## config.mk

```make
export PLATFORM = sky130hd
export DESIGN_NAME = ps2_ascii_fifo_flat
export DESIGN_NICKNAME = d
export VERILOG_FILES = /design/src/rtl/ps2_ascii_fifo_if.sv /design/src/rtl/ps2_ascii_fifo.sv /design/src/flat_wrapper.sv
export SDC_FILE = /design/constraint.sdc
export NUM_CORES = 1
export LEC_CHECK = 0
export BUFFER_PORTS_ARGS = -buffer_cell sky130_fd_sc_hd__buf_2
export CAP_MARGIN = 40
export CELL_PAD_IN_SITES_DETAIL_PLACEMENT = 2
export CELL_PAD_IN_SITES_GLOBAL_PLACEMENT = 2
export CORE_AREA = 5 5 133 103
export CTS_BUF_LIST = sky130_fd_sc_hd__clkbuf_8
export DETAILED_ROUTE_END_ITERATION = 12
export DIE_AREA = 0 0 138 108
export GPL_ROUTABILITY_DRIVEN = 0
export PLACE_DENSITY = 0.78
export SETUP_SLACK_MARGIN = 0.02
export SLEW_MARGIN = 20
export SYNTH_ARGS = -nofsm -noshare
export SYNTH_HDL_FRONTEND = slang
export SYNTH_SLANG_ARGS = --single-unit
```

## constraint.sdc

```tcl
create_clock -name inclock -period 10.3 [get_ports inclock]
set_input_delay 1.545 -clock inclock [delete_from_list [all_inputs] [get_ports inclock]]
set_output_delay 1.545 -clock inclock [all_outputs]
set_load 0.1 [all_outputs]
```

## src/rtl/ps2_ascii_fifo_if.sv

```systemverilog
// Scan-code input, ASCII read port and status flags of the PS/2-to-ASCII buffer.
// The master drives bytes and reads; the slave is the translator/FIFO.
interface ps2_ascii_fifo_if #(parameter int DEPTH = 8);
  logic [7:0]               ps2_key_data;
  logic                     ps2_key_pressed;
  logic                     ascii_rd;
  logic [7:0]               ascii_data;
  logic                     ascii_valid;
  logic                     fifo_full;
  logic [$clog2(DEPTH):0]   fifo_count;
  logic                     overflow;
  logic                     shift_active;

  modport master (
    output ps2_key_data, ps2_key_pressed, ascii_rd,
    input  ascii_data, ascii_valid, fifo_full, fifo_count, overflow, shift_active
  );

  modport slave (
    input  ps2_key_data, ps2_key_pressed, ascii_rd,
    output ascii_data, ascii_valid, fifo_full, fifo_count, overflow, shift_active
  );
endinterface

```

## src/rtl/ps2_ascii_fifo.sv

```systemverilog
// Set-2 scan-code to ASCII translator feeding a first-word-fall-through FIFO.
//   state       | meaning
//   S_IDLE      | waiting for a make code or a prefix
//   S_BREAK     | F0 seen; next byte is a released key
//   S_EXT       | E0 seen; extended key, discarded
//   S_EXT_BREAK | E0 F0 seen; released extended key, discarded
module ps2_ascii_fifo #(
  parameter int DEPTH = 8
) (
  input logic            inclock,
  input logic            resetn,
  ps2_ascii_fifo_if.slave bus
);
  localparam int AW = $clog2(DEPTH);
  localparam int CW = AW + 1;

  typedef enum logic [1:0] {S_IDLE, S_BREAK, S_EXT, S_EXT_BREAK} state_t;

  state_t          state, state_nxt;
  logic            lshift, rshift, lshift_nxt, rshift_nxt;
  logic            push_req, do_push, do_pop, full;
  logic            map_hit;
  logic [7:0]      map_chr, chr;
  logic [7:0]      mem [DEPTH];
  logic [AW-1:0]   wr_ptr, rd_ptr;
  logic [CW-1:0]   count;

  always_comb begin
    map_hit = 1'b1;
    map_chr = 8'h00;
    case (bus.ps2_key_data)
      8'h1C: map_chr = 8'h61;  8'h32: map_chr = 8'h62;  8'h21: map_chr = 8'h63;
      8'h23: map_chr = 8'h64;  8'h24: map_chr = 8'h65;  8'h2B: map_chr = 8'h66;
      8'h34: map_chr = 8'h67;  8'h33: map_chr = 8'h68;  8'h43: map_chr = 8'h69;
      8'h3B: map_chr = 8'h6A;  8'h42: map_chr = 8'h6B;  8'h4B: map_chr = 8'h6C;
      8'h3A: map_chr = 8'h6D;  8'h31: map_chr = 8'h6E;  8'h44: map_chr = 8'h6F;
      8'h4D: map_chr = 8'h70;  8'h15: map_chr = 8'h71;  8'h2D: map_chr = 8'h72;
      8'h1B: map_chr = 8'h73;  8'h2C: map_chr = 8'h74;  8'h3C: map_chr = 8'h75;
      8'h2A: map_chr = 8'h76;  8'h1D: map_chr = 8'h77;  8'h22: map_chr = 8'h78;
      8'h35: map_chr = 8'h79;  8'h1A: map_chr = 8'h7A;
      8'h45: map_chr = 8'h30;  8'h16: map_chr = 8'h31;  8'h1E: map_chr = 8'h32;
      8'h26: map_chr = 8'h33;  8'h25: map_chr = 8'h34;  8'h2E: map_chr = 8'h35;
      8'h36: map_chr = 8'h36;  8'h3D: map_chr = 8'h37;  8'h3E: map_chr = 8'h38;
      8'h46: map_chr = 8'h39;
      8'h29: map_chr = 8'h20;  8'h5A: map_chr = 8'h0D;  8'h66: map_chr = 8'h08;
      default: map_hit = 1'b0;
    endcase
  end

  // Only letters fold to uppercase; shift state is the registered value, before this byte.
  assign chr = ((lshift | rshift) && map_chr >= 8'h61 && map_chr <= 8'h7A) ?
               map_chr - 8'h20 : map_chr;

  always_comb begin
    state_nxt  = state;
    lshift_nxt = lshift;
    rshift_nxt = rshift;
    push_req   = 1'b0;
    if (bus.ps2_key_pressed) begin
      case (state)
        S_IDLE: begin
          if (bus.ps2_key_data == 8'hF0)      state_nxt = S_BREAK;
          else if (bus.ps2_key_data == 8'hE0) state_nxt = S_EXT;
          else if (bus.ps2_key_data == 8'h12) lshift_nxt = 1'b1;
          else if (bus.ps2_key_data == 8'h59) rshift_nxt = 1'b1;
          else                                push_req = map_hit;
        end
        S_BREAK: begin
          if (bus.ps2_key_data == 8'h12)      lshift_nxt = 1'b0;
          else if (bus.ps2_key_data == 8'h59) rshift_nxt = 1'b0;
          state_nxt = S_IDLE;
        end
        S_EXT:   state_nxt = (bus.ps2_key_data == 8'hF0) ? S_EXT_BREAK : S_IDLE;
        default: state_nxt = S_IDLE;
      endcase
    end
  end

  assign full    = (count == CW'(DEPTH));
  assign do_pop  = bus.ascii_rd && (count != '0);
  // A simultaneous pop frees the slot, so a push into a full FIFO still lands.
  assign do_push = push_req && (!full || do_pop);

  always_ff @(posedge inclock) begin
    if (!resetn) begin
      state    <= S_IDLE;
      lshift   <= 1'b0;
      rshift   <= 1'b0;
      wr_ptr   <= '0;
      rd_ptr   <= '0;
      count    <= '0;
      bus.overflow <= 1'b0;
    end else begin
      state  <= state_nxt;
      lshift <= lshift_nxt;
      rshift <= rshift_nxt;
      if (do_push) wr_ptr <= wr_ptr + AW'(1);
      if (do_pop)  rd_ptr <= rd_ptr + AW'(1);
      case ({do_push, do_pop})
        2'b10:   count <= count + CW'(1);
        2'b01:   count <= count - CW'(1);
        default: count <= count;
      endcase
      if (push_req && !do_push) bus.overflow <= 1'b1;
    end
  end

  always_ff @(posedge inclock) begin
    if (do_push) mem[wr_ptr] <= chr;
  end

  assign bus.ascii_valid  = (count != '0);
  assign bus.ascii_data   = (count != '0) ? mem[rd_ptr] : 8'h00;
  assign bus.fifo_full    = full;
  assign bus.fifo_count   = count;
  assign bus.shift_active = lshift | rshift;
endmodule

```

## src/flat_wrapper.sv

```systemverilog
// flat-port wrapper written by rule: the top's interface ports become plain ports
module ps2_ascii_fifo_flat 
#(
  parameter int DEPTH = 8
)
  (inclock, resetn, bus_ps2_key_data, bus_ps2_key_pressed, bus_ascii_rd, bus_ascii_data, bus_ascii_valid, bus_fifo_full, bus_fifo_count, bus_overflow, bus_shift_active);
  ps2_ascii_fifo_if #(.DEPTH(DEPTH)) bus_i ();
  input logic inclock;
  input logic resetn;
  input wire logic [$bits(bus_i.ps2_key_data)-1:0] bus_ps2_key_data;
  input wire logic [$bits(bus_i.ps2_key_pressed)-1:0] bus_ps2_key_pressed;
  input wire logic [$bits(bus_i.ascii_rd)-1:0] bus_ascii_rd;
  output wire logic [$bits(bus_i.ascii_data)-1:0] bus_ascii_data;
  output wire logic [$bits(bus_i.ascii_valid)-1:0] bus_ascii_valid;
  output wire logic [$bits(bus_i.fifo_full)-1:0] bus_fifo_full;
  output wire logic [$bits(bus_i.fifo_count)-1:0] bus_fifo_count;
  output wire logic [$bits(bus_i.overflow)-1:0] bus_overflow;
  output wire logic [$bits(bus_i.shift_active)-1:0] bus_shift_active;
  assign bus_i.ps2_key_data = bus_ps2_key_data;
  assign bus_i.ps2_key_pressed = bus_ps2_key_pressed;
  assign bus_i.ascii_rd = bus_ascii_rd;
  assign bus_ascii_data = bus_i.ascii_data;
  assign bus_ascii_valid = bus_i.ascii_valid;
  assign bus_fifo_full = bus_i.fifo_full;
  assign bus_fifo_count = bus_i.fifo_count;
  assign bus_overflow = bus_i.overflow;
  assign bus_shift_active = bus_i.shift_active;
  ps2_ascii_fifo #(.DEPTH(DEPTH)) u_core (.inclock(inclock), .resetn(resetn), .bus(bus_i));
endmodule
```

=== Yosys cells after proc, flatten, opt, wreduce, memory -nomap -nowiden ===
Memories as Yosys holds them, arrays and structs flattened. A register that Yosys moved wholly into a read port is not among the register bits.
Index checks and enable logic that the tools add are counted.

* Bits in writable memories: 64
* Memories kept: 1
* Flip-flop bits (word level): 15
* Word-level logic and storage cells: 120
* Output and inout port bits: 16

* Muxes and demuxes: 31
* Add/sub/neg operators: 5
* $lt $le $gt $ge: 2
* Bitwise logic cells: 1
* Reduce and logical (&&, ||, !) cells: 16
* Eq/ne operators: 57

{| class="wikitable"
|+ Memory list
! memory !! words !! bits a word !! read ports !! clocked after Yosys merged registers in !! write ports !! line !! source
|-
| u_core.mem || 8 || 8 || 1 || 1 || 1 || ps2_ascii_fifo.sv:24 || <nowiki>logic [7:0] mem [DEPTH];</nowiki>
|}

{| class="wikitable"
|+ Operator list
! cell !! count
|-
| case mux 7 bit (39 select lines) || 1
|-
| equality test 8 x 6 -> 1 bit (second input constant) || 23
|-
| equality test 8 x 7 -> 1 bit (second input constant) || 10
|-
| equality test 8 x 5 -> 1 bit (second input constant) || 8
|-
| OR reduction 39 bit || 1
|-
| two-way mux 1 bit || 19
|-
| equality test 8 bit (second input constant) || 2
|-
| two-way mux 8 bit || 2
|-
| != test 2 x 1 -> 1 bit (second input constant) || 4
|-
| != test 2 bit (second input constant) || 4
|-
| case mux 4 bit (2 select lines) || 1
|-
| AND reduction 8 bit || 1
|-
| subtractor 7 x 6 -> 8 bit (second input constant) || 1
|-
| greater-or-equal comparator 7 bit (second input constant) || 1
|-
| less-or-equal comparator 7 bit (second input constant) || 1
|-
| adder 3 x 1 -> 3 bit (second input constant) || 2
|-
| two-way mux 2 bit || 3
|-
| two-way mux 3 bit || 2
|-
| AND reduction 6 bit || 1
|-
| logical AND 1 bit || 5
|-
| adder 4 x 1 -> 4 bit (second input constant) || 1
|-
| equality test 2 x 1 -> 1 bit (second input constant) || 2
|-
| equality test 2 bit (second input constant) || 2
|-
| equality test 4 bit (second input constant) || 1
|-
| other kinds (11) || 14
|}

=== Longest topological paths before layout ===
* Depth after elaboration: 12
* Mapped depth: 16

=== Least setup slack after synthesis ===
OpenSTA, ideal clock, no wires.

* Path type: reg-to-output
* Start point: register with a tool-made name
* End point: output bus_ascii_data[5]
* Data arrival time: 2869 ps
* Cell stages (with the launch flop): 6
* Required time: 8755 ps
* Buffers on the path: 2
* Setup slack: 5886 ps
* Cells stage by stage: dfxtp_1 -> clkbuf_1 -> buf_1 -> mux4_2 -> mux2i_1 -> nor2_1

{| class="wikitable"
|+ RTL lines
! element !! line !! source
|-
| to (decl) || flat_wrapper.sv:13 || <nowiki>output wire logic [$bits(bus_i.ascii_data)-1:0] bus_ascii_data;</nowiki>
|}

=== Worst setup path after layout ===
* Start point: input bus_ps2_key_data[3]
* End point: register u_core.count[3] (netlist: u_core.bus.fifo_count[3])

* Word-level cells in the longest chain between the ends: 12
* Elaborated cells on any way between the ends: 56
* Those cells by class: 45 x eq/ne; 8 x mux; 3 x reduce/logical

{| class="wikitable"
|+ RTL lines
! element !! line !! source
|-
| from (decl) || flat_wrapper.sv:10 || <nowiki>input wire logic [$bits(bus_i.ps2_key_data)-1:0] bus_ps2_key_data;</nowiki>
|-
| equality test 8 x 5 -> 1 bit (tied with other cells) || ps2_ascii_fifo.sv:31 || <nowiki>case (bus.ps2_key_data)</nowiki>
|-
| OR reduction 39 bit (no source line) || -- ||
|-
| two-way mux 1 bit || ps2_ascii_fifo.sv:31 ||
|-
| two-way mux 1 bit || ps2_ascii_fifo.sv:65 || <nowiki>else if (bus.ps2_key_data == 8'h59) rshift_nxt = 1'b1;</nowiki>
|-
| two-way mux 1 bit || ps2_ascii_fifo.sv:64 || <nowiki>else if (bus.ps2_key_data == 8'h12) lshift_nxt = 1'b1;</nowiki>
|-
| two-way mux 1 bit || ps2_ascii_fifo.sv:63 || <nowiki>else if (bus.ps2_key_data == 8'hE0) state_nxt = S_EXT;</nowiki>
|-
| two-way mux 1 bit (*) || ps2_ascii_fifo.sv:62 || <nowiki>if (bus.ps2_key_data == 8'hF0) state_nxt = S_BREAK;</nowiki>
|-
| two-way mux 1 bit (*) || ps2_ascii_fifo.sv:60 || <nowiki>case (state)</nowiki>
|-
| two-way mux 1 bit (*) || ps2_ascii_fifo.sv:59 || <nowiki>if (bus.ps2_key_pressed) begin</nowiki>
|-
| logical AND 1 bit (*) || ps2_ascii_fifo.sv:82 || <nowiki>assign do_push = push_req && (!full || do_pop);</nowiki>
|-
| equality test 2 x 1 -> 1 bit / equality test 2 bit (equally long branches) || ps2_ascii_fifo.sv:99 || <nowiki>case ({do_push, do_pop})</nowiki>
|-
| case mux 4 bit (2 select lines) / nonzero test 2 bit (equally long branches) || -- ||
|-
| to (signal assigned) || ps2_ascii_fifo.sv:100 || <nowiki>2'b10: count <= count + CW'(1);</nowiki>
|-
| to (signal assigned) || ps2_ascii_fifo.sv:101 || <nowiki>2'b01: count <= count - CW'(1);</nowiki>
|-
| to (signal assigned) || ps2_ascii_fifo.sv:102 || <nowiki>default: count <= count;</nowiki>
|-
| to (decl) || ps2_ascii_fifo.sv:26 || <nowiki>logic [CW-1:0] count;</nowiki>
|}

Mark *: on every way between the ends. The rest lies on a longest branch, timed or not.
A chain may end at the register's enable or synchronous reset.

==> metrics.yaml <==
post_synth.cell_area_avg_um2: 12.4
post-route-period-util_pct: 46.4
die_x_um: 138
finalHoldViolations: 0
synth_area_um2: 4420
io_buffers: 27
ys_warn_count: 0
cap_violations: 0
drv_slew: 0
status: "complete, no violations"
worstHoldPathType: "reg2reg"
antenna_cells: 0
area_growth_pct: 10.7
seq_area_um2: 2280
antenna_found_initial: 0
r2r_slack_ps: 7290
slew_headroom_pct: 44.2
clk_latency_ps: 350
layout_setup_ws_ps: 5520
end_kind: "register"
rows: 35
post-cts-setup-buffer-count: 0
r2r_cells: 12
wl_per_cell_um: 21.6
finalNetCount: 397
crit_start: "bus_ps2_key_data[3]"
initial_utilization_pct: 36.3
final_cell_area_um2: 4890
start_kind: "input pin"
vdd_drop_max_uv: 139
fmax_ghz: 0.209
viasPerCell: 5.48
yosys_register_bits: 82
ios: 28
period_needed_ps: 4780
clkTransAtPathRegs_ps: 80
worstMarginPinSlew_ps: 836
async_flop_share_pct: 0
setup_viol: 0
ant_nets: 0
clock-sinks: 82
die-height_um: 108
layout_common_cells: "edfxtp_1 (64), nor2_1 (31), buf_2 (30)"
grt_first_pass_wirelength_um: 19500
grt_pass1_vias: 3347
drt_iter0_markers: 151
yosysSeqAreaShare_pct: 51.7
hold_end: "u_core.bus.overflow"
hold_start: "u_core.bus.overflow"
cts_resized: 0
skew_ps: 10.2
synth-main-ff-cell: "edfxtp_1"
fillerInstances: 1303
track_usage_pct: 16.6
ctsHoldBuffers: 0
r2r-end: "u_core.bus.fifo_count[3]"
drc: 0
gr-total-overflow: 0
layout_commonest_cell: "edfxtp_1"
h-tree-depth: 3
wl_um: 11800
core_um2: 12200
min_path_cells: 2
dpl-instance-area_um2: 4650
power.density_nw_per_um2: 226
synth_edf_count: 64
first_pass_iters: 4
netlist_instances: 357
cts_tree: "built"
cts-root-buf: "clkbuf_8"
p_leak_nw: 1.73
cp_data_required_time_ps: 10530
tns_ps: 0
rsz0062_at_grt: "false"
cp.arrival_ps: 5010
grt_max_degree: 29
clock_path_buffers: 2
drive_above_1_share_pct: 24.0
dieArea_um2: 14900
r2r-start: "u_core.state[1]"
hpwl_um: 8460
critical_path_class: "in2reg"
vias: 3009
cts_made_buffers: 9
path_max_fanout: 26
synth_fp_nets: 376
dpl_worst_slack_ps: 5180
multi_input_area_um2: 1910
synth_cell_types: 69
## flip-flops by register name (all words and copies together) (netlist names), named ones only
| name | count |
|---|---|
| u_core.bus.fifo_count | 4 |
| u_core.bus.overflow | 1 |
| u_core.rshift | 1 |
| u_core.wr_ptr | 3 |
| u_core.mem | 64 |
| u_core.state | 2 |
| u_core.rd_ptr | 3 |
| u_core.lshift | 1 |
## Yosys cell counts (8+ instances only)
| cell type | n | share of area, % |
|---|---|---|
| edfxtp_1 | 64 | 44 |
| buf_6 | 8 | 2.0 |
| inv_1 | 13 | 1.1 |
| dfxtp_1 | 18 | 8.2 |
| buf_2 | 8 | 0.91 |
| mux2i_1 | 13 | 2.9 |
| nand3_1 | 10 | 1.1 |
| nand2_1 | 23 | 2.0 |
| nor3_1 | 8 | 0.91 |
| nor2_1 | 31 | 2.6 |
| mux4_2 | 16 | 8.2 |
| o21ai_0 | 9 | 1.0 |
## report_power, final
group	leakage [nW]	internal, mW	switching, mW
logic	0.858	0.102	0.335
registers	0.748	0.368	0.0153
clock network	0.125	0.162	0.121
## cells by family after synthesis
logic type,share of synthesized area [%]
adder cells (fa/ha/maj),2.15
flip-flops,51.7
multiplexers,11.4
AND/OR/NAND/NOR,18.6
AO/OA/AOI/OAI,8.98
buffers and inverters,5.86
XOR/XNOR,1.39
## worst max path at each step
| stage | cells after the start | end | slack (ps) |
|---|---|---|---|
| after floorplan | 5 | bus_ascii_data[5] | 5890 |
| after detailed placement | 14 | u_core.bus.fifo_count[3] | 5180 |
| after CTS | 14 | u_core.bus.fifo_count[3] | 5540 |
| final | 14 | u_core.bus.fifo_count[3] | 5520 |
| after global placement | 14 | u_core.bus.fifo_count[3] | 5230 |
| after global routing | 14 | u_core.bus.fifo_count[3] | 5310 |
## final cells by class
cell class / count / share of cell area, %
inverter: 14 / 1.07
clock inverter: 7 / 2.38
clock buffer: 9 / 2.53
tap: 166 / 4.25
multi-input combinational: 234 / 39.0
sequential: 82 / 46.6
timing repair buffer: 37 / 4.14
## critical path, stage by stage
cell and delay [ps]:
buf_2 380, inv_1 250, a311oi_1 430, a22oi_1 190
or4b_1 570, o21ai_2 230, nand2_2 140, inv_1 150
ha_1 170, a21o_1 80, a21oi_1 70, or4b_1 530
a21oi_1 190, nor3b_2 60
## stage by stage
stage	hold WS, ps	total power, mW	utilization, %	instances
final	505	1.10	40.2	549
after global routing	546	1.16	40.2	549
after CTS	512	1.12	40.2	549
after detailed placement	492	0.828	38.2	533
after global placement	447	0.812	38.0	529
after floorplan	454	0.750	-	357
## layer usage
metal | GRT usage, % | routed length (µm)
met5 | 0 | 0
met2 | 28.3 | 5720
met3 | 2.61 | 405
met4 | 3.95 | 142
met1 | 22.3 | 5580
Note: power is estimated with default switching activity, not from simulation.
